File: src/rtl/fu_issue_arbiter_if.sv
// Issue-arbiter bus between the reservation station (master) and fu_issue_arbiter (slave).
// ARB_PERF_CNT_EN adds the perf_issued / perf_stall counters to the slave side.
interface fu_issue_arbiter_if #(
  parameter int unsigned RS_SIZE = 16,
  parameter int unsigned IDX_W   = $clog2(RS_SIZE)
);
  logic               flush;
  logic [RS_SIZE-1:0] req_valid;
  logic [RS_SIZE-1:0] req_is_mem;
  logic               lsu_done;
  logic               alu0_gnt_vld;
  logic [IDX_W-1:0]   alu0_gnt_idx;
  logic               alu1_gnt_vld;
  logic [IDX_W-1:0]   alu1_gnt_idx;
  logic               lsu_gnt_vld;
  logic [IDX_W-1:0]   lsu_gnt_idx;
  logic [RS_SIZE-1:0] issue_clr;
  logic [2:0]         fu_ready;
`ifdef ARB_PERF_CNT_EN
  logic [31:0]        perf_issued;
  logic [31:0]        perf_stall;

  modport master (
    output flush, req_valid, req_is_mem, lsu_done,
    input  alu0_gnt_vld, alu0_gnt_idx, alu1_gnt_vld, alu1_gnt_idx,
    input  lsu_gnt_vld, lsu_gnt_idx, issue_clr, fu_ready, perf_issued, perf_stall
  );
  modport slave (
    input  flush, req_valid, req_is_mem, lsu_done,
    output alu0_gnt_vld, alu0_gnt_idx, alu1_gnt_vld, alu1_gnt_idx,
    output lsu_gnt_vld, lsu_gnt_idx, issue_clr, fu_ready, perf_issued, perf_stall
  );
`else
  modport master (
    output flush, req_valid, req_is_mem, lsu_done,
    input  alu0_gnt_vld, alu0_gnt_idx, alu1_gnt_vld, alu1_gnt_idx,
    input  lsu_gnt_vld, lsu_gnt_idx, issue_clr, fu_ready
  );
  modport slave (
    input  flush, req_valid, req_is_mem, lsu_done,
    output alu0_gnt_vld, alu0_gnt_idx, alu1_gnt_vld, alu1_gnt_idx,
    output lsu_gnt_vld, lsu_gnt_idx, issue_clr, fu_ready
  );
`endif
endinterface

File: src/rtl/fu_issue_arbiter.sv
// Issue scheduler: round-robin picks of ready RS entries onto ALU0, ALU1 and the LSU,
// with registered grants. Define ARB_PERF_CNT_EN to add issue/stall performance counters.
module fu_issue_arbiter #(
  parameter int unsigned RS_SIZE = 16,
  parameter int unsigned IDX_W   = $clog2(RS_SIZE),
  parameter int unsigned ALU_LAT = 1
) (
  input logic               clk,
  input logic               rst,
  fu_issue_arbiter_if.slave bus
);

  localparam logic [0:0]         StIdle  = 1'b0;
  localparam logic [0:0]         StBusy  = 1'b1;
  localparam logic [2:0]         AluLoad = 3'(ALU_LAT - 1);
  localparam logic [RS_SIZE-1:0] OneHot0 = RS_SIZE'(1);

  logic               alu0_vld_q, alu0_vld_d, alu1_vld_q, alu1_vld_d, lsu_vld_q, lsu_vld_d;
  logic [IDX_W-1:0]   alu0_idx_q, alu0_idx_d, alu1_idx_q, alu1_idx_d, lsu_idx_q, lsu_idx_d;
  logic [RS_SIZE-1:0] issue_clr_q, issue_clr_d;
  logic [2:0]         fu_ready_q, fu_ready_d;
  logic [2:0]         alu0_cnt_q, alu0_cnt_d, alu1_cnt_q, alu1_cnt_d;
  logic [0:0]         lsu_st_q, lsu_st_d;
  logic [IDX_W-1:0]   rr_alu_q, rr_alu_d, rr_mem_q, rr_mem_d;

  logic [RS_SIZE-1:0] alu_cand, mem_cand;
  logic               a_hit, b_hit, m_hit;
  logic [IDX_W-1:0]   a_idx, b_idx, m_idx, scan_a, scan_m;
  logic               alu0_free, alu1_free, lsu_free;
  logic               g0, g1, gl;
  logic [IDX_W-1:0]   i0, i1, il;

  // Entries whose RS clear is still in flight must not be picked again.
  assign alu_cand = bus.req_valid & ~bus.req_is_mem & ~issue_clr_q;
  assign mem_cand = bus.req_valid & bus.req_is_mem & ~issue_clr_q;

  always_comb begin
    a_hit  = 1'b0;
    b_hit  = 1'b0;
    m_hit  = 1'b0;
    a_idx  = '0;
    b_idx  = '0;
    m_idx  = '0;
    scan_a = '0;
    scan_m = '0;
    for (int unsigned k = 0; k < RS_SIZE; k++) begin
      scan_a = rr_alu_q + IDX_W'(k);
      scan_m = rr_mem_q + IDX_W'(k);
      if (alu_cand[scan_a]) begin
        if (!a_hit) begin
          a_hit = 1'b1;
          a_idx = scan_a;
        end else if (!b_hit) begin
          b_hit = 1'b1;
          b_idx = scan_a;
        end
      end
      if (mem_cand[scan_m] && !m_hit) begin
        m_hit = 1'b1;
        m_idx = scan_m;
      end
    end
  end

  assign alu0_free = (alu0_cnt_q == 3'd0);
  assign alu1_free = (alu1_cnt_q == 3'd0);
  // A done pulse frees the LSU for a back-to-back grant in the same cycle.
  assign lsu_free  = (lsu_st_q == StIdle) || bus.lsu_done;

  always_comb begin
    g0 = 1'b0;
    g1 = 1'b0;
    i0 = '0;
    i1 = '0;
    if (alu0_free && alu1_free) begin
      g0 = a_hit;
      i0 = a_hit ? a_idx : '0;
      g1 = b_hit;
      i1 = b_hit ? b_idx : '0;
    end else if (alu0_free) begin
      g0 = a_hit;
      i0 = a_hit ? a_idx : '0;
    end else if (alu1_free) begin
      g1 = a_hit;
      i1 = a_hit ? a_idx : '0;
    end
    gl = m_hit && lsu_free;
    il = gl ? m_idx : '0;
  end

  always_comb begin
    alu0_vld_d  = g0;
    alu1_vld_d  = g1;
    lsu_vld_d   = gl;
    alu0_idx_d  = i0;
    alu1_idx_d  = i1;
    lsu_idx_d   = il;
    issue_clr_d = (g0 ? (OneHot0 << i0) : '0) | (g1 ? (OneHot0 << i1) : '0) |
                  (gl ? (OneHot0 << il) : '0);

    // When both ALUs grant, ALU1 holds the later pick.
    rr_alu_d = rr_alu_q;
    if (g1) begin
      rr_alu_d = i1 + 1'b1;
    end else if (g0) begin
      rr_alu_d = i0 + 1'b1;
    end
    rr_mem_d = gl ? il + 1'b1 : rr_mem_q;

    alu0_cnt_d = g0 ? AluLoad : (alu0_free ? 3'd0 : alu0_cnt_q - 3'd1);
    alu1_cnt_d = g1 ? AluLoad : (alu1_free ? 3'd0 : alu1_cnt_q - 3'd1);

    lsu_st_d = lsu_st_q;
    if (gl) begin
      lsu_st_d = StBusy;
    end else if (lsu_st_q == StBusy && bus.lsu_done) begin
      lsu_st_d = StIdle;
    end

    if (bus.flush) begin
      alu0_vld_d  = 1'b0;
      alu1_vld_d  = 1'b0;
      lsu_vld_d   = 1'b0;
      alu0_idx_d  = '0;
      alu1_idx_d  = '0;
      lsu_idx_d   = '0;
      issue_clr_d = '0;
      rr_alu_d    = '0;
      rr_mem_d    = '0;
      alu0_cnt_d  = 3'd0;
      alu1_cnt_d  = 3'd0;
      lsu_st_d    = StIdle;
    end

    fu_ready_d = {lsu_st_d == StIdle, alu1_cnt_d == 3'd0, alu0_cnt_d == 3'd0};
  end

  always_ff @(posedge clk or posedge rst) begin
    if (rst) begin
      alu0_vld_q  <= 1'b0;
      alu1_vld_q  <= 1'b0;
      lsu_vld_q   <= 1'b0;
      alu0_idx_q  <= '0;
      alu1_idx_q  <= '0;
      lsu_idx_q   <= '0;
      issue_clr_q <= '0;
      fu_ready_q  <= 3'b111;
      alu0_cnt_q  <= 3'd0;
      alu1_cnt_q  <= 3'd0;
      lsu_st_q    <= StIdle;
      rr_alu_q    <= '0;
      rr_mem_q    <= '0;
    end else begin
      alu0_vld_q  <= alu0_vld_d;
      alu1_vld_q  <= alu1_vld_d;
      lsu_vld_q   <= lsu_vld_d;
      alu0_idx_q  <= alu0_idx_d;
      alu1_idx_q  <= alu1_idx_d;
      lsu_idx_q   <= lsu_idx_d;
      issue_clr_q <= issue_clr_d;
      fu_ready_q  <= fu_ready_d;
      alu0_cnt_q  <= alu0_cnt_d;
      alu1_cnt_q  <= alu1_cnt_d;
      lsu_st_q    <= lsu_st_d;
      rr_alu_q    <= rr_alu_d;
      rr_mem_q    <= rr_mem_d;
    end
  end

  assign bus.alu0_gnt_vld = alu0_vld_q;
  assign bus.alu0_gnt_idx = alu0_idx_q;
  assign bus.alu1_gnt_vld = alu1_vld_q;
  assign bus.alu1_gnt_idx = alu1_idx_q;
  assign bus.lsu_gnt_vld  = lsu_vld_q;
  assign bus.lsu_gnt_idx  = lsu_idx_q;
  assign bus.issue_clr    = issue_clr_q;
  assign bus.fu_ready     = fu_ready_q;

`ifdef ARB_PERF_CNT_EN
  logic [31:0] perf_issued_q, perf_issued_d, perf_stall_q, perf_stall_d;
  logic [32:0] issued_sum;
  logic [1:0]  n_grants;

  always_comb begin
    n_grants      = {1'b0, alu0_vld_d} + {1'b0, alu1_vld_d} + {1'b0, lsu_vld_d};
    issued_sum    = {1'b0, perf_issued_q} + 33'(n_grants);
    perf_issued_d = issued_sum[32] ? 32'hFFFF_FFFF : issued_sum[31:0];
    perf_stall_d  = perf_stall_q;
    if (!bus.flush && (|(alu_cand | mem_cand)) && (n_grants == 2'd0) &&
        (perf_stall_q != 32'hFFFF_FFFF)) begin
      perf_stall_d = perf_stall_q + 32'd1;
    end
  end

  // Counters survive flush; only rst clears them.
  always_ff @(posedge clk or posedge rst) begin
    if (rst) begin
      perf_issued_q <= '0;
      perf_stall_q  <= '0;
    end else begin
      perf_issued_q <= perf_issued_d;
      perf_stall_q  <= perf_stall_d;
    end
  end

  assign bus.perf_issued = perf_issued_q;
  assign bus.perf_stall  = perf_stall_q;
`endif

endmodule
File: src/flat_wrapper.sv
// flat-port wrapper written by rule: the top's interface ports become plain ports
module fu_issue_arbiter_flat 
#(
  parameter int unsigned RS_SIZE = 16,
  parameter int unsigned IDX_W   = $clog2(RS_SIZE),
  parameter int unsigned ALU_LAT = 1
)
  (clk, rst, bus_flush, bus_req_valid, bus_req_is_mem, bus_lsu_done, bus_alu0_gnt_vld, bus_alu0_gnt_idx, bus_alu1_gnt_vld, bus_alu1_gnt_idx, bus_lsu_gnt_vld, bus_lsu_gnt_idx, bus_issue_clr, bus_fu_ready);
  fu_issue_arbiter_if #(.RS_SIZE(RS_SIZE), .IDX_W(IDX_W)) bus_i ();
  input logic clk;
  input logic rst;
  input wire logic [$bits(bus_i.flush)-1:0] bus_flush;
  input wire logic [$bits(bus_i.req_valid)-1:0] bus_req_valid;
  input wire logic [$bits(bus_i.req_is_mem)-1:0] bus_req_is_mem;
  input wire logic [$bits(bus_i.lsu_done)-1:0] bus_lsu_done;
  output wire logic [$bits(bus_i.alu0_gnt_vld)-1:0] bus_alu0_gnt_vld;
  output wire logic [$bits(bus_i.alu0_gnt_idx)-1:0] bus_alu0_gnt_idx;
  output wire logic [$bits(bus_i.alu1_gnt_vld)-1:0] bus_alu1_gnt_vld;
  output wire logic [$bits(bus_i.alu1_gnt_idx)-1:0] bus_alu1_gnt_idx;
  output wire logic [$bits(bus_i.lsu_gnt_vld)-1:0] bus_lsu_gnt_vld;
  output wire logic [$bits(bus_i.lsu_gnt_idx)-1:0] bus_lsu_gnt_idx;
  output wire logic [$bits(bus_i.issue_clr)-1:0] bus_issue_clr;
  output wire logic [$bits(bus_i.fu_ready)-1:0] bus_fu_ready;
  assign bus_i.flush = bus_flush;
  assign bus_i.req_valid = bus_req_valid;
  assign bus_i.req_is_mem = bus_req_is_mem;
  assign bus_i.lsu_done = bus_lsu_done;
  assign bus_alu0_gnt_vld = bus_i.alu0_gnt_vld;
  assign bus_alu0_gnt_idx = bus_i.alu0_gnt_idx;
  assign bus_alu1_gnt_vld = bus_i.alu1_gnt_vld;
  assign bus_alu1_gnt_idx = bus_i.alu1_gnt_idx;
  assign bus_lsu_gnt_vld = bus_i.lsu_gnt_vld;
  assign bus_lsu_gnt_idx = bus_i.lsu_gnt_idx;
  assign bus_issue_clr = bus_i.issue_clr;
  assign bus_fu_ready = bus_i.fu_ready;
  fu_issue_arbiter #(.RS_SIZE(RS_SIZE), .IDX_W(IDX_W), .ALU_LAT(ALU_LAT)) u_core (.clk(clk), .rst(rst), .bus(bus_i));
endmodule
File: config.mk
export PLATFORM = sky130hd
export DESIGN_NAME = fu_issue_arbiter_flat
export DESIGN_NICKNAME = d
export VERILOG_FILES = /design/src/rtl/fu_issue_arbiter_if.sv /design/src/rtl/fu_issue_arbiter.sv /design/src/flat_wrapper.sv
export SDC_FILE = /design/constraint.sdc
export NUM_CORES = 1
export LEC_CHECK = 0
export CAP_MARGIN = 20
export CORE_ASPECT_RATIO = 1.2
export CORE_MARGIN = 8
export CORE_UTILIZATION = 40
export CTS_CLUSTER_SIZE = 8
export DETAILED_ROUTE_END_ITERATION = 10
export GPL_TIMING_DRIVEN = 0
export PLACE_DENSITY_LB_ADDON = 0.1
export SLEW_MARGIN = 20
export SYNTH_ARGS = -nofsm -noshare
export SYNTH_HDL_FRONTEND = slang
export SYNTH_SLANG_ARGS = --single-unit
export TNS_END_PERCENT = 10
File: constraint.sdc
create_clock -name clk -period 6.1 [get_ports clk]
set_input_delay 0.61 -clock clk [delete_from_list [all_inputs] [get_ports clk]]
set_output_delay 0.61 -clock clk [all_outputs]
set_load 0.02 [all_outputs]
After elaboration in Yosys (flattened, before gate mapping)
Cells that the tools add are included.

cells by class
  add/sub/neg operators = 35
  magnitude comparators = 32
  shift operators = 3
  muxes and demuxes = 254
  bitwise gates (word level) = 10
  reduce and logical (&&, ||, !) cells = 40

operator list
  kind                  count
  $mux 4                107
  $lt 4x5->1 const B    32
  $bmux 1 s4            32
  $mux 1                105
  $add 4x4->4 const B   16
  $and 16x16->16        4
  $mux 16               4
  $shl 1x4->16 const A  3
  $add 4x3->4 const B   8
  $not 16->16           2
  $or 16x16->16         2
  $add 4x1->4 const B   5
  $logic_and 1x1->1     18
  $mux 3                6
  $add 4x2->4 const B   4
  $logic_not 1->1       15
  $logic_not 3->1       4
  $sub 3x1->3 const B   2
  $reduce_bool 3->1     1
  $not 1->1             2
  $reduce_bool 2->1     1
  $logic_or 1x1->1      1

word-level totals
  bits in registers = 49
  input port bits = 36

Depth between registers and ports, before layout
Gate-level depths: netlist of the first run.

  word-level depth = 57
  gate-level depth with buffers = 22

Least setup slack after synthesis of the first run
OpenSTA, ideal clock, no wires.

  kind = reg2reg
  start = register u_core.rr_mem_q[1]
  end = register u_core.issue_clr_q[15] (netlist: u_core.bus.issue_clr[15])
  library setup time = 130 ps
  arrival = 4,701 ps
  path slack = 1,269 ps
  cell stages (with the launch flop) = 20
  buffers on the path = 3
  path through = dfrtp_1 clkbuf_1 inv_1 clkbuf_1 ha_1 clkbuf_1 mux4_2 mux4_2 and3_1 and2_1 and3_1 or4b_2 o22ai_1 nor2_1 ha_1 ha_1 nand2_1 nor2_1 a31oi_1 o2bb2ai_1

on the way
  cells in the longest elaborated chain, start to end = 54

RTL lines
  element                                               line                     RTL
  from (decl)                                           fu_issue_arbiter.sv:24   logic [IDX_W-1:0] rr_alu_q, rr_alu_d, rr_mem_q, rr_mem_d;
  from (signal assigned)                                fu_issue_arbiter.sv:166  rr_mem_q <= rr_mem_d;
  branches (longest 51 deep; another with $add 4x1->4)  -
  $mux 16 *                                             fu_issue_arbiter.sv:99   (gl ? (OneHot0 << il) : '0);
  $or 16x16->16 *                                       fu_issue_arbiter.sv:98   issue_clr_d = (g0 ? (OneHot0 << i0) : '0) | (g1 ? (OneHot0 << i1) : '0) |
  $mux 16 *                                             fu_issue_arbiter.sv:120  if (bus.flush) begin
  via u_core.issue_clr_d[15]                            fu_issue_arbiter.sv:20   logic [RS_SIZE-1:0] issue_clr_q, issue_clr_d;
  to (signal assigned)                                  fu_issue_arbiter.sv:160  issue_clr_q <= issue_clr_d;
  to (decl)                                             fu_issue_arbiter.sv:20

Mark *: on every way through the listed nets, which the timed path passes. The select of a mux whose other input is x is not followed.
A chain may end at the register's enable or synchronous reset.

Worst setup path in the final report of the first run
  start = register u_core.rr_alu_q[0]
  end = register u_core.rr_alu_q[2]

on the way
  cells in the longest elaborated chain, start to end = 52

RTL lines
  element                                               line                     RTL
  from (decl)                                           fu_issue_arbiter.sv:24
  from (signal assigned)                                fu_issue_arbiter.sv:165  rr_alu_q <= rr_alu_d;
  branches (longest 52 deep; another with $add 4x1->4)  -

Several ways; the timed one is not identified. The select of a mux whose other input is x is not followed.

==> flow_results.xml, run 1 <==
<?xml version="1.0" encoding="UTF-8"?>
<metrics>
  <group name="global_routing">
    <metric name="via_count_of_the_first_global_routing_pass" unit="">9377</metric>
    <metric name="globalRouteTotalUtil" unit="">0.259</metric>
    <metric name="first_pass_grt_wire_length" unit="um">56300</metric>
    <metric name="grt_antenna_before_repair" unit="">0</metric>
    <metric name="grt_max_degree" unit="">31</metric>
    <metric name="grt_overflow" unit="">0</metric>
  </group>
  <group name="placement">
    <metric name="dp_worst_setup_slack" unit="ns">-0.181</metric>
    <metric name="dp_hpwl" unit="um">29900</metric>
    <metric name="routabilityCongestion" unit="">1.01</metric>
    <metric name="placement.io_buffers" unit="">68</metric>
  </group>
  <group name="floorplanning">
    <metric name="die_height" unit="um">180</metric>
    <metric name="floorplan.die_area" unit="um2">27500</metric>
    <metric name="placement_rows" unit="">60</metric>
    <metric name="die_w" unit="um">153</metric>
    <metric name="initial_utilization" unit="">0.404</metric>
    <metric name="top_level_ports" unit="">70</metric>
    <metric name="placeableCoreArea" unit="um2">22200</metric>
  </group>
  <group name="timing">
    <metric name="timing.setup.tns" unit="ns">0</metric>
    <metric name="worst_slew_pin_slew" unit="ns">0.909</metric>
    <metric name="least_setup_slack_across_all_paths_after_layout" unit="ns">0.240</metric>
    <metric name="fmax" unit="MHz">171</metric>
    <metric name="clock-skew-final" unit="ns">0.00450</metric>
    <metric name="final-hold-violation-count" unit="">0</metric>
    <metric name="final-setup-viol-count" unit="">0</metric>
    <metric name="timing.final.crit_period" unit="ns">5.86</metric>
    <metric name="max-slew-margin-rel" unit="">0.394</metric>
    <metric name="layout_worst_path_cycle_share" unit="">0.961</metric>
    <metric name="rsz_0062_raised_after_global_routing" unit="">false</metric>
    <metric name="slew_violations" unit="">0</metric>
  </group>
  <group name="layout">
    <metric name="final_core_area_utilization" unit="">0.465</metric>
    <metric name="fill_cells" unit="">2223</metric>
    <metric name="nNetsFinal" unit="">1196</metric>
    <metric name="fraction_of_layout_instances_using_a_drive_strength_above_1" unit="">0.173</metric>
    <metric name="area_taken_by_flip_flops_and_latches" unit="um2">1230</metric>
    <metric name="area.growth.synth_to_final" unit="%">15.1</metric>
    <metric name="multiInputGateArea" unit="um2">7450</metric>
    <metric name="antenna-diode-count" unit="">0</metric>
  </group>
  <group name="clock_network">
    <metric name="cts.path.max_buffers" unit="">2</metric>
    <metric name="clock_sink_count" unit="">49</metric>
    <metric name="cts_root_buf" unit="">sky130_fd_sc_hd__clkbuf_16</metric>
    <metric name="clock_tree.htree_level_count" unit="">2</metric>
    <metric name="cts_tree" unit="">done</metric>
    <metric name="clk_latency" unit="ns">0.28</metric>
    <metric name="numCtsBuffers" unit="">5</metric>
    <metric name="clk_transition_reported_paths" unit="ns">0.06</metric>
    <metric name="postCtsHoldBufs" unit="">0</metric>
  </group>
  <group name="yosys">
    <metric name="synth_seq_cells" unit="">49</metric>
    <metric name="yosys.area_share.xor_xnor" unit="">0.0396</metric>
    <metric name="synthCells" unit="">1055</metric>
    <metric name="synthAdderAreaFrac" unit="">0.0332</metric>
    <metric name="synth_seq_area_share" unit="">0.137</metric>
    <metric name="synth_area_per_cell" unit="um2">8.50</metric>
    <metric name="mappedNetlistNets" unit="">1114</metric>
    <metric name="post_synth_mux_area_share" unit="">0.207</metric>
    <metric name="synth.cell_area" unit="um2">8970</metric>
    <metric name="synth_top_family_by_area" unit="">compound AO/OA/AOI/OAI gates</metric>
    <metric name="fraction_of_synthesis_flops_using_an_asynchronous_set_or_reset_pin" unit="">1.00</metric>
    <metric name="synth-edff-count" unit="">0</metric>
    <metric name="synth_simple_gate_area_frac" unit="">0.269</metric>
    <metric name="synth_compound_gate_area_share" unit="">0.272</metric>
    <metric name="synth.distinct_cells" unit="">110</metric>
    <metric name="synth-main-ff-cell" unit="">sky130_fd_sc_hd__dfrtp_1</metric>
    <metric name="synth.yosys.warnings" unit="">0</metric>
  </group>
  <group name="worst_setup_path">
    <metric name="worst-endpoint-arrival" unit="ns">6.03</metric>
    <metric name="timing.critical_path.required" unit="ns">6.27</metric>
    <metric name="worstSetupStartpoint" unit="">u_core.rr_alu_q[0]$_DFFE_PP0P_</metric>
    <metric name="r2r-start" unit="">u_core.rr_alu_q[0]$_DFFE_PP0P_</metric>
    <metric name="setup_crit_start_kind" unit="">flip-flop</metric>
    <metric name="critical_path.endpoint_type" unit="">flip-flop</metric>
    <metric name="worst-path-max-fanout" unit="">11</metric>
    <metric name="worst_path_class_setup" unit="">reg -&gt; reg</metric>
  </group>
  <group name="route">
    <metric name="drt_iter0_markers" unit="">931</metric>
    <metric name="route.antenna.remaining_nets" unit="">0</metric>
    <metric name="number_of_vias_after_detailed_routing" unit="">9812</metric>
    <metric name="via_per_inst" unit="">6.92</metric>
    <metric name="drt-total-wl" unit="um">37400</metric>
    <metric name="drt_pass1_iterations" unit="">6</metric>
    <metric name="wl_per_cell" unit="um">26.4</metric>
    <metric name="drc_viols" unit="">0</metric>
  </group>
  <group name="status">
    <metric name="outcome" unit="">complete, no violations</metric>
  </group>
  <group name="worst_hold_path">
    <metric name="worstHoldPathType" unit="">reg -&gt; reg</metric>
    <metric name="hold_path.startpoint" unit="">u_core.alu1_cnt_q[2]$_DFF_PP0_</metric>
  </group>
  <group name="flow_run">
    <metric name="maxCapViolations" unit="">0</metric>
  </group>
</metrics>
## through the flow
stage          hold slack, ns  std cells  cell area (um2)
6_report                0.495       1417            10300
5_1_grt                 0.522       1417            10300
4_1_cts                 0.491       1411            10200
3_5_place_dp            0.482       1403            10000
3_3_place_gp            0.476       1402            10000
2_1_floorplan           0.446       1055             8970
## cells in the final DEF, fill, tap and decap left out, types with 19 or more instances in the layout
| cell | netlist | final |
|---|---|---|
| sky130_fd_sc_hd__nor3_1 | 36 | 35 |
| sky130_fd_sc_hd__clkbuf_1 | 26 | 22 |
| sky130_fd_sc_hd__nand3_1 | 36 | 36 |
| sky130_fd_sc_hd__o21ai_0 | 36 | 36 |
| sky130_fd_sc_hd__xnor2_1 | 20 | 20 |
| sky130_fd_sc_hd__mux4_2 | 61 | 61 |
| sky130_fd_sc_hd__nor3b_1 | 20 | 20 |
| sky130_fd_sc_hd__nand3b_1 | 21 | 21 |
| sky130_fd_sc_hd__nor2_1 | 85 | 85 |
| sky130_fd_sc_hd__a21oi_1 | 49 | 48 |
| sky130_fd_sc_hd__ha_1 | 23 | 23 |
| sky130_fd_sc_hd__mux2i_1 | 27 | 26 |
| sky130_fd_sc_hd__clkdlybuf4s50_1 | 0 | 68 |
| sky130_fd_sc_hd__dfrtp_1 | 46 | 46 |
| sky130_fd_sc_hd__nand2_1 | 103 | 103 |
| sky130_fd_sc_hd__buf_2 | 22 | 19 |
## registers in the layout, indices dropped and copies added (netlist names)
signal                   flops
u_core.alu1_cnt_q            3
u_core.bus.issue_clr        16
u_core.rr_mem_q              4
u_core.bus.alu1_gnt_idx      4
u_core.bus.lsu_gnt_idx       4
u_core.bus.lsu_gnt_vld       1
u_core.bus.alu0_gnt_vld      1
u_core.rr_alu_q              4
u_core.bus.alu0_gnt_idx      4
u_core.bus.alu1_gnt_vld      1
u_core.alu0_cnt_q            3
u_core.lsu_st_q              1
u_core.bus.fu_ready          3
## path summary, 6_finish.rpt
check                           slack [ns]                          endpoint  cells past startpoint
worst max-delay path                  0.24    u_core.rr_alu_q[2]$_DFFE_PP0P_                     23
worst min-delay path                  0.50  u_core.bus.fu_ready[1]$_DFF_PP1_                      1
worst max register to register        0.24    u_core.rr_alu_q[2]$_DFFE_PP0P_                     23
worst min register to register        0.50  u_core.bus.fu_ready[1]$_DFF_PP1_                      1
max in group asynchronous             4.89  u_core.bus.fu_ready[2]$_DFF_PP1_                      3
min in group asynchronous             0.65    u_core.alu1_cnt_q[2]$_DFF_PP0_                      2
## metal layers
metal,track usage,wire length (um),part of all wire
met4,0.170,2670,0.071
met2,0.456,18600,0.50
met1,0.294,13900,0.37
met3,0.0240,2260,0.060
met5,0,0,0
## synthesized netlist by cell type (17+ instances only)
cell	n	area, um2
sky130_fd_sc_hd__mux4_2	61	1370
sky130_fd_sc_hd__o22ai_1	19	119
sky130_fd_sc_hd__nor2_1	85	319
sky130_fd_sc_hd__mux2i_1	27	270
sky130_fd_sc_hd__nand3b_1	21	158
sky130_fd_sc_hd__dfrtp_1	46	1150
sky130_fd_sc_hd__and3b_1	17	149
sky130_fd_sc_hd__nand2_1	103	387
sky130_fd_sc_hd__o211ai_1	18	135
sky130_fd_sc_hd__nor3_1	36	180
sky130_fd_sc_hd__a21oi_1	49	245
sky130_fd_sc_hd__xnor2_1	20	175
sky130_fd_sc_hd__nor3b_1	20	150
sky130_fd_sc_hd__nand3_1	36	180
sky130_fd_sc_hd__inv_1	19	71.3
sky130_fd_sc_hd__clkbuf_1	26	97.6
sky130_fd_sc_hd__o21ai_0	36	180
sky130_fd_sc_hd__ha_1	23	288
sky130_fd_sc_hd__buf_2	22	110
sky130_fd_sc_hd__a22oi_1	18	135
## worst max-delay path, cell delays in order, from the launching register on
cell and delay [ns]:
sky130_fd_sc_hd__dfrtp_1 0.46, sky130_fd_sc_hd__buf_2 0.27, sky130_fd_sc_hd__inv_1 0.09, sky130_fd_sc_hd__buf_2 0.22, sky130_fd_sc_hd__ha_1 0.35, sky130_fd_sc_hd__clkbuf_4 0.25
sky130_fd_sc_hd__clkbuf_4 0.26, sky130_fd_sc_hd__mux2i_1 0.26, sky130_fd_sc_hd__a22oi_1 0.16, sky130_fd_sc_hd__and3_1 0.27, sky130_fd_sc_hd__nor4_4 0.25, sky130_fd_sc_hd__buf_4 0.22
sky130_fd_sc_hd__nand3_2 0.16, sky130_fd_sc_hd__buf_2 0.26, sky130_fd_sc_hd__a2111oi_0 0.41, sky130_fd_sc_hd__a21oi_1 0.16, sky130_fd_sc_hd__o31a_1 0.37, sky130_fd_sc_hd__a32oi_1 0.21
sky130_fd_sc_hd__o41a_1 0.27, sky130_fd_sc_hd__buf_6 0.18, sky130_fd_sc_hd__nand2_1 0.06, sky130_fd_sc_hd__ha_1 0.20, sky130_fd_sc_hd__xnor2_1 0.13, sky130_fd_sc_hd__a22o_1 0.24
## final cells by class
class / instances / area share
inverters: 26 / 0.00945
flip-flops and latches: 49 / 0.119
well taps: 279 / 0.0338
clock buffers: 7 / 0.0148
multi-input cells: 921 / 0.721
clock inverters: 1 / 0.000485
plain buffers: 58 / 0.0285
repair buffers: 76 / 0.0729
## cells by family (layout without fill, tap and decap cells)
family	Yosys count	count (layout)
xor gates and xnor gates	35	35
DFF	49	49
adders and majority gates	24	24
AOI/OAI and AO/OA	321	321
and+or+nand+nor	436	436
muxes	105	105
buffers and inverters	85	168
## what timing repair did
| action | in CTS | in global routing |
|---|---|---|
| pin swaps | 0 | 3 |
| buffers inserted | 0 | 7 |
| resized for setup | 2 | 18 |
| setup endpoints to repair | 7 | 21 |
Power of run 1 is left out: the tool's default activity adds up to more than one toggle a clock period on the data nets, which glitch-free logic cannot reach.
==> run 2: changes to the inputs <==
--- a/config.mk
+++ b/config.mk
@@ -13,7 +13,7 @@
 export DETAILED_ROUTE_END_ITERATION = 10
 export GPL_TIMING_DRIVEN = 0
 export PLACE_DENSITY_LB_ADDON = 0.1
-export SLEW_MARGIN = 20
+export SLEW_MARGIN = 10
 export SYNTH_ARGS = -nofsm -noshare
 export SYNTH_HDL_FRONTEND = slang
 export SYNTH_SLANG_ARGS = --single-unit
==> results of run 2 <==
The final DEF is identical to that of run 1; final timing and power are the same.
Power of run 2 is left out for the same reason.
==> run 3: changes to the inputs <==
--- a/config.mk
+++ b/config.mk
@@ -7,10 +7,10 @@
 export LEC_CHECK = 0
 export CAP_MARGIN = 20
 export CORE_ASPECT_RATIO = 1.2
-export CORE_MARGIN = 8
 export CORE_UTILIZATION = 40
 export CTS_CLUSTER_SIZE = 8
 export DETAILED_ROUTE_END_ITERATION = 10
+export GPL_ROUTABILITY_DRIVEN = 0
 export GPL_TIMING_DRIVEN = 0
 export PLACE_DENSITY_LB_ADDON = 0.1
 export SLEW_MARGIN = 10
==> run 3 against run 2 <==
Net effect:
- the run now ends with DRC left
- utilization is 0.90 points higher
- first-iteration DRC count decreased by 9.2%
- die area fell by 16%
- clock-buffer cell count decreased by 2
- critical path depth decreased by 3
- setup slack worse by 0.052 ns
- critical path type unchanged
- non-clock buffer count shrank 1
- cell count is 0.42% lower
- clock skew grew 0.0012 ns
- cell area up 0.23%
- worst hold slack got worse by 0.018 ns
==> flow_results.xml, run 3 (synthesis results as in run 1) <==
<?xml version="1.0" encoding="UTF-8"?>
<metrics>
  <group name="timing">
    <metric name="worst_slew_pin_slew" unit="ns">0.837</metric>
    <metric name="fmax" unit="MHz">169</metric>
    <metric name="finalHoldWorstSlack" unit="ns">0.478</metric>
    <metric name="slew_violations" unit="">0</metric>
    <metric name="final-setup-viol-count" unit="">0</metric>
    <metric name="layout_worst_path_cycle_share" unit="">0.969</metric>
    <metric name="rsz_0062_raised_after_global_routing" unit="">false</metric>
    <metric name="max-slew-margin-rel" unit="">0.437</metric>
    <metric name="clock-skew-final" unit="ns">0.00569</metric>
    <metric name="timing.final.crit_period" unit="ns">5.91</metric>
    <metric name="final-hold-violation-count" unit="">0</metric>
  </group>
  <group name="worst_setup_path">
    <metric name="timing.critical_path.required" unit="ns">6.28</metric>
    <metric name="r2r-start" unit="">u_core.rr_alu_q[0]$_DFFE_PP0P_</metric>
    <metric name="worst-path-max-fanout" unit="">11</metric>
    <metric name="critical_path.endpoint_type" unit="">flip-flop</metric>
    <metric name="worstSetupStartpoint" unit="">u_core.rr_alu_q[0]$_DFFE_PP0P_</metric>
    <metric name="worst-endpoint-arrival" unit="ns">6.09</metric>
    <metric name="setup_crit_start_kind" unit="">flip-flop</metric>
    <metric name="worst_path_class_setup" unit="">reg -&gt; reg</metric>
  </group>
  <group name="clock_network">
    <metric name="clock_sink_count" unit="">49</metric>
    <metric name="cts.path.max_buffers" unit="">2</metric>
    <metric name="clock_tree.htree_level_count" unit="">2</metric>
    <metric name="clk_latency" unit="ns">0.29</metric>
    <metric name="numCtsBuffers" unit="">5</metric>
    <metric name="clk_transition_reported_paths" unit="ns">0.07</metric>
    <metric name="cts_tree" unit="">done</metric>
    <metric name="cts_root_buf" unit="">sky130_fd_sc_hd__clkbuf_16</metric>
  </group>
  <group name="floorplanning">
    <metric name="top_level_ports" unit="">70</metric>
    <metric name="initial_utilization" unit="">0.411</metric>
    <metric name="die_height" unit="um">166</metric>
    <metric name="die_w" unit="um">139</metric>
    <metric name="placeableCoreArea" unit="um2">21900</metric>
    <metric name="floorplan.die_area" unit="um2">23000</metric>
    <metric name="placement_rows" unit="">59</metric>
  </group>
  <group name="route">
    <metric name="wl_per_cell" unit="um">25.2</metric>
    <metric name="drt-total-wl" unit="um">35500</metric>
    <metric name="drt_iter0_markers" unit="">845</metric>
    <metric name="drt_pass1_iterations" unit="">10</metric>
    <metric name="via_per_inst" unit="">6.86</metric>
    <metric name="drc_viols" unit="">8</metric>
    <metric name="route.antenna.remaining_nets" unit="">0</metric>
    <metric name="number_of_vias_after_detailed_routing" unit="">9686</metric>
  </group>
  <group name="global_routing">
    <metric name="globalRouteTotalUtil" unit="">0.306</metric>
    <metric name="grt_max_degree" unit="">26</metric>
    <metric name="grt_most_used_layer" unit="">met2</metric>
    <metric name="met1_usage" unit="">0.373</metric>
    <metric name="via_count_of_the_first_global_routing_pass" unit="">9487</metric>
    <metric name="grt_antenna_before_repair" unit="">0</metric>
    <metric name="grt_util_met2" unit="">0.533</metric>
    <metric name="first_pass_grt_wire_length" unit="um">54800</metric>
    <metric name="grt_overflow" unit="">0</metric>
    <metric name="grt_util_met3" unit="">0.0311</metric>
  </group>
  <group name="layout">
    <metric name="antenna-diode-count" unit="">0</metric>
    <metric name="layout_commonest_cell" unit="">sky130_fd_sc_hd__nand2_1</metric>
    <metric name="nNetsFinal" unit="">1195</metric>
    <metric name="final_cell_mix" unit="">103 x sky130_fd_sc_hd__nand2_1, 85 x sky130_fd_sc_hd__nor2_1, 68 x sky130_fd_sc_hd__clkdlybuf4s50_1</metric>
    <metric name="area.growth.synth_to_final" unit="%">15.4</metric>
    <metric name="largest_reg_flops" unit="">16</metric>
    <metric name="fraction_of_layout_instances_using_a_drive_strength_above_1" unit="">0.172</metric>
  </group>
  <group name="placement">
    <metric name="dp_hpwl" unit="um">28300</metric>
    <metric name="placement.io_buffers" unit="">68</metric>
  </group>
  <group name="status">
    <metric name="outcome" unit="">finished with violations</metric>
    <metric name="failed_checks" unit="">DRC</metric>
  </group>
  <group name="worst_hold_path">
    <metric name="worstHoldPathType" unit="">reg -&gt; reg</metric>
    <metric name="hold_path.startpoint" unit="">u_core.alu1_cnt_q[0]$_DFF_PP0_</metric>
  </group>
  <group name="flow_run">
    <metric name="maxCapViolations" unit="">0</metric>
  </group>
</metrics>
## run 3: changes by cell type in the layout (fill, tap and decap cells not counted), sizes merged
cell    delta
buf        -1
bufinv     +2
clkbuf     -2
clkinv     -1
inv        +1
## run 3: path summary, 6_finish.rpt
kind	cells past startpoint	slack (ns)	to
setup / recovery	20	0.19	u_core.rr_alu_q[2]$_DFFE_PP0P_
hold / removal	1	0.48	u_core.alu1_cnt_q[0]$_DFF_PP0_
setup reg to reg	20	0.19	u_core.rr_alu_q[2]$_DFFE_PP0P_
hold reg to reg	1	0.48	u_core.alu1_cnt_q[0]$_DFF_PP0_
max in group asynchronous	3	4.91	u_core.rr_alu_q[1]$_DFFE_PP0P_
min in group asynchronous	2	0.69	u_core.bus.lsu_gnt_idx[3]$_DFF_PP0_
## run 3: critical path, stage by stage (launching register included)
cell and delay, ns:
sky130_fd_sc_hd__dfrtp_1 0.47, sky130_fd_sc_hd__buf_2 0.30, sky130_fd_sc_hd__inv_1 0.10, sky130_fd_sc_hd__buf_2 0.22, sky130_fd_sc_hd__ha_1 0.35, sky130_fd_sc_hd__clkbuf_4 0.23
sky130_fd_sc_hd__mux4_2 0.41, sky130_fd_sc_hd__mux2i_1 0.16, sky130_fd_sc_hd__a211oi_2 0.56, sky130_fd_sc_hd__nand2_2 0.29, sky130_fd_sc_hd__nor4_1 0.70, sky130_fd_sc_hd__nor3_1 0.15
sky130_fd_sc_hd__o22ai_2 0.25, sky130_fd_sc_hd__nand4_1 0.22, sky130_fd_sc_hd__a211oi_1 0.32, sky130_fd_sc_hd__o41a_1 0.27, sky130_fd_sc_hd__buf_6 0.18, sky130_fd_sc_hd__nand2_1 0.06
sky130_fd_sc_hd__ha_1 0.20, sky130_fd_sc_hd__xnor2_1 0.12, sky130_fd_sc_hd__a22o_1 0.24
## run 3: repair_timing
item                                    CTS  global route
gates cloned                              0             0
resized for setup                         2            18
endpoints found under the hold margin     0             0
endpoints found under the setup margin    5            22
pin swaps                                 0             3
hold buffers                              0             0
setup buffers                             0             6
## run 3: per-layer routing
metal	wire length, um	part of all wire
met5	0	0
met4	2060	0.058
met3	2460	0.069
met2	17200	0.48
met1	13800	0.39
## run 3: stage by stage
step                area [um2]  cells  worst slack, ns  utilization  TNS, ns
floorplan                 8970   1055             1.27            -        0
global placement         10000   1397           -0.139        0.457   -0.445
detailed placement       10000   1398           -0.124        0.459   -0.197
CTS                      10200   1406          0.00495        0.468        0
global route             10400   1411          0.00513        0.474        0
finish                   10400   1411            0.187        0.474        0
## run 3: area by class of cell
type / count / area (um2)
Fill cell: 2148 / 11500
Multi-Input combinational cell: 921 / 7440
Sequential cell: 49 / 1230
Timing Repair Buffer: 75 / 753
Tap cell: 274 / 343
Buffer: 58 / 294
Clock buffer: 5 / 125
Inverter: 26 / 97.6
Clock inverter: 3 / 68.8
Power of run 3 is left out for the same reason.
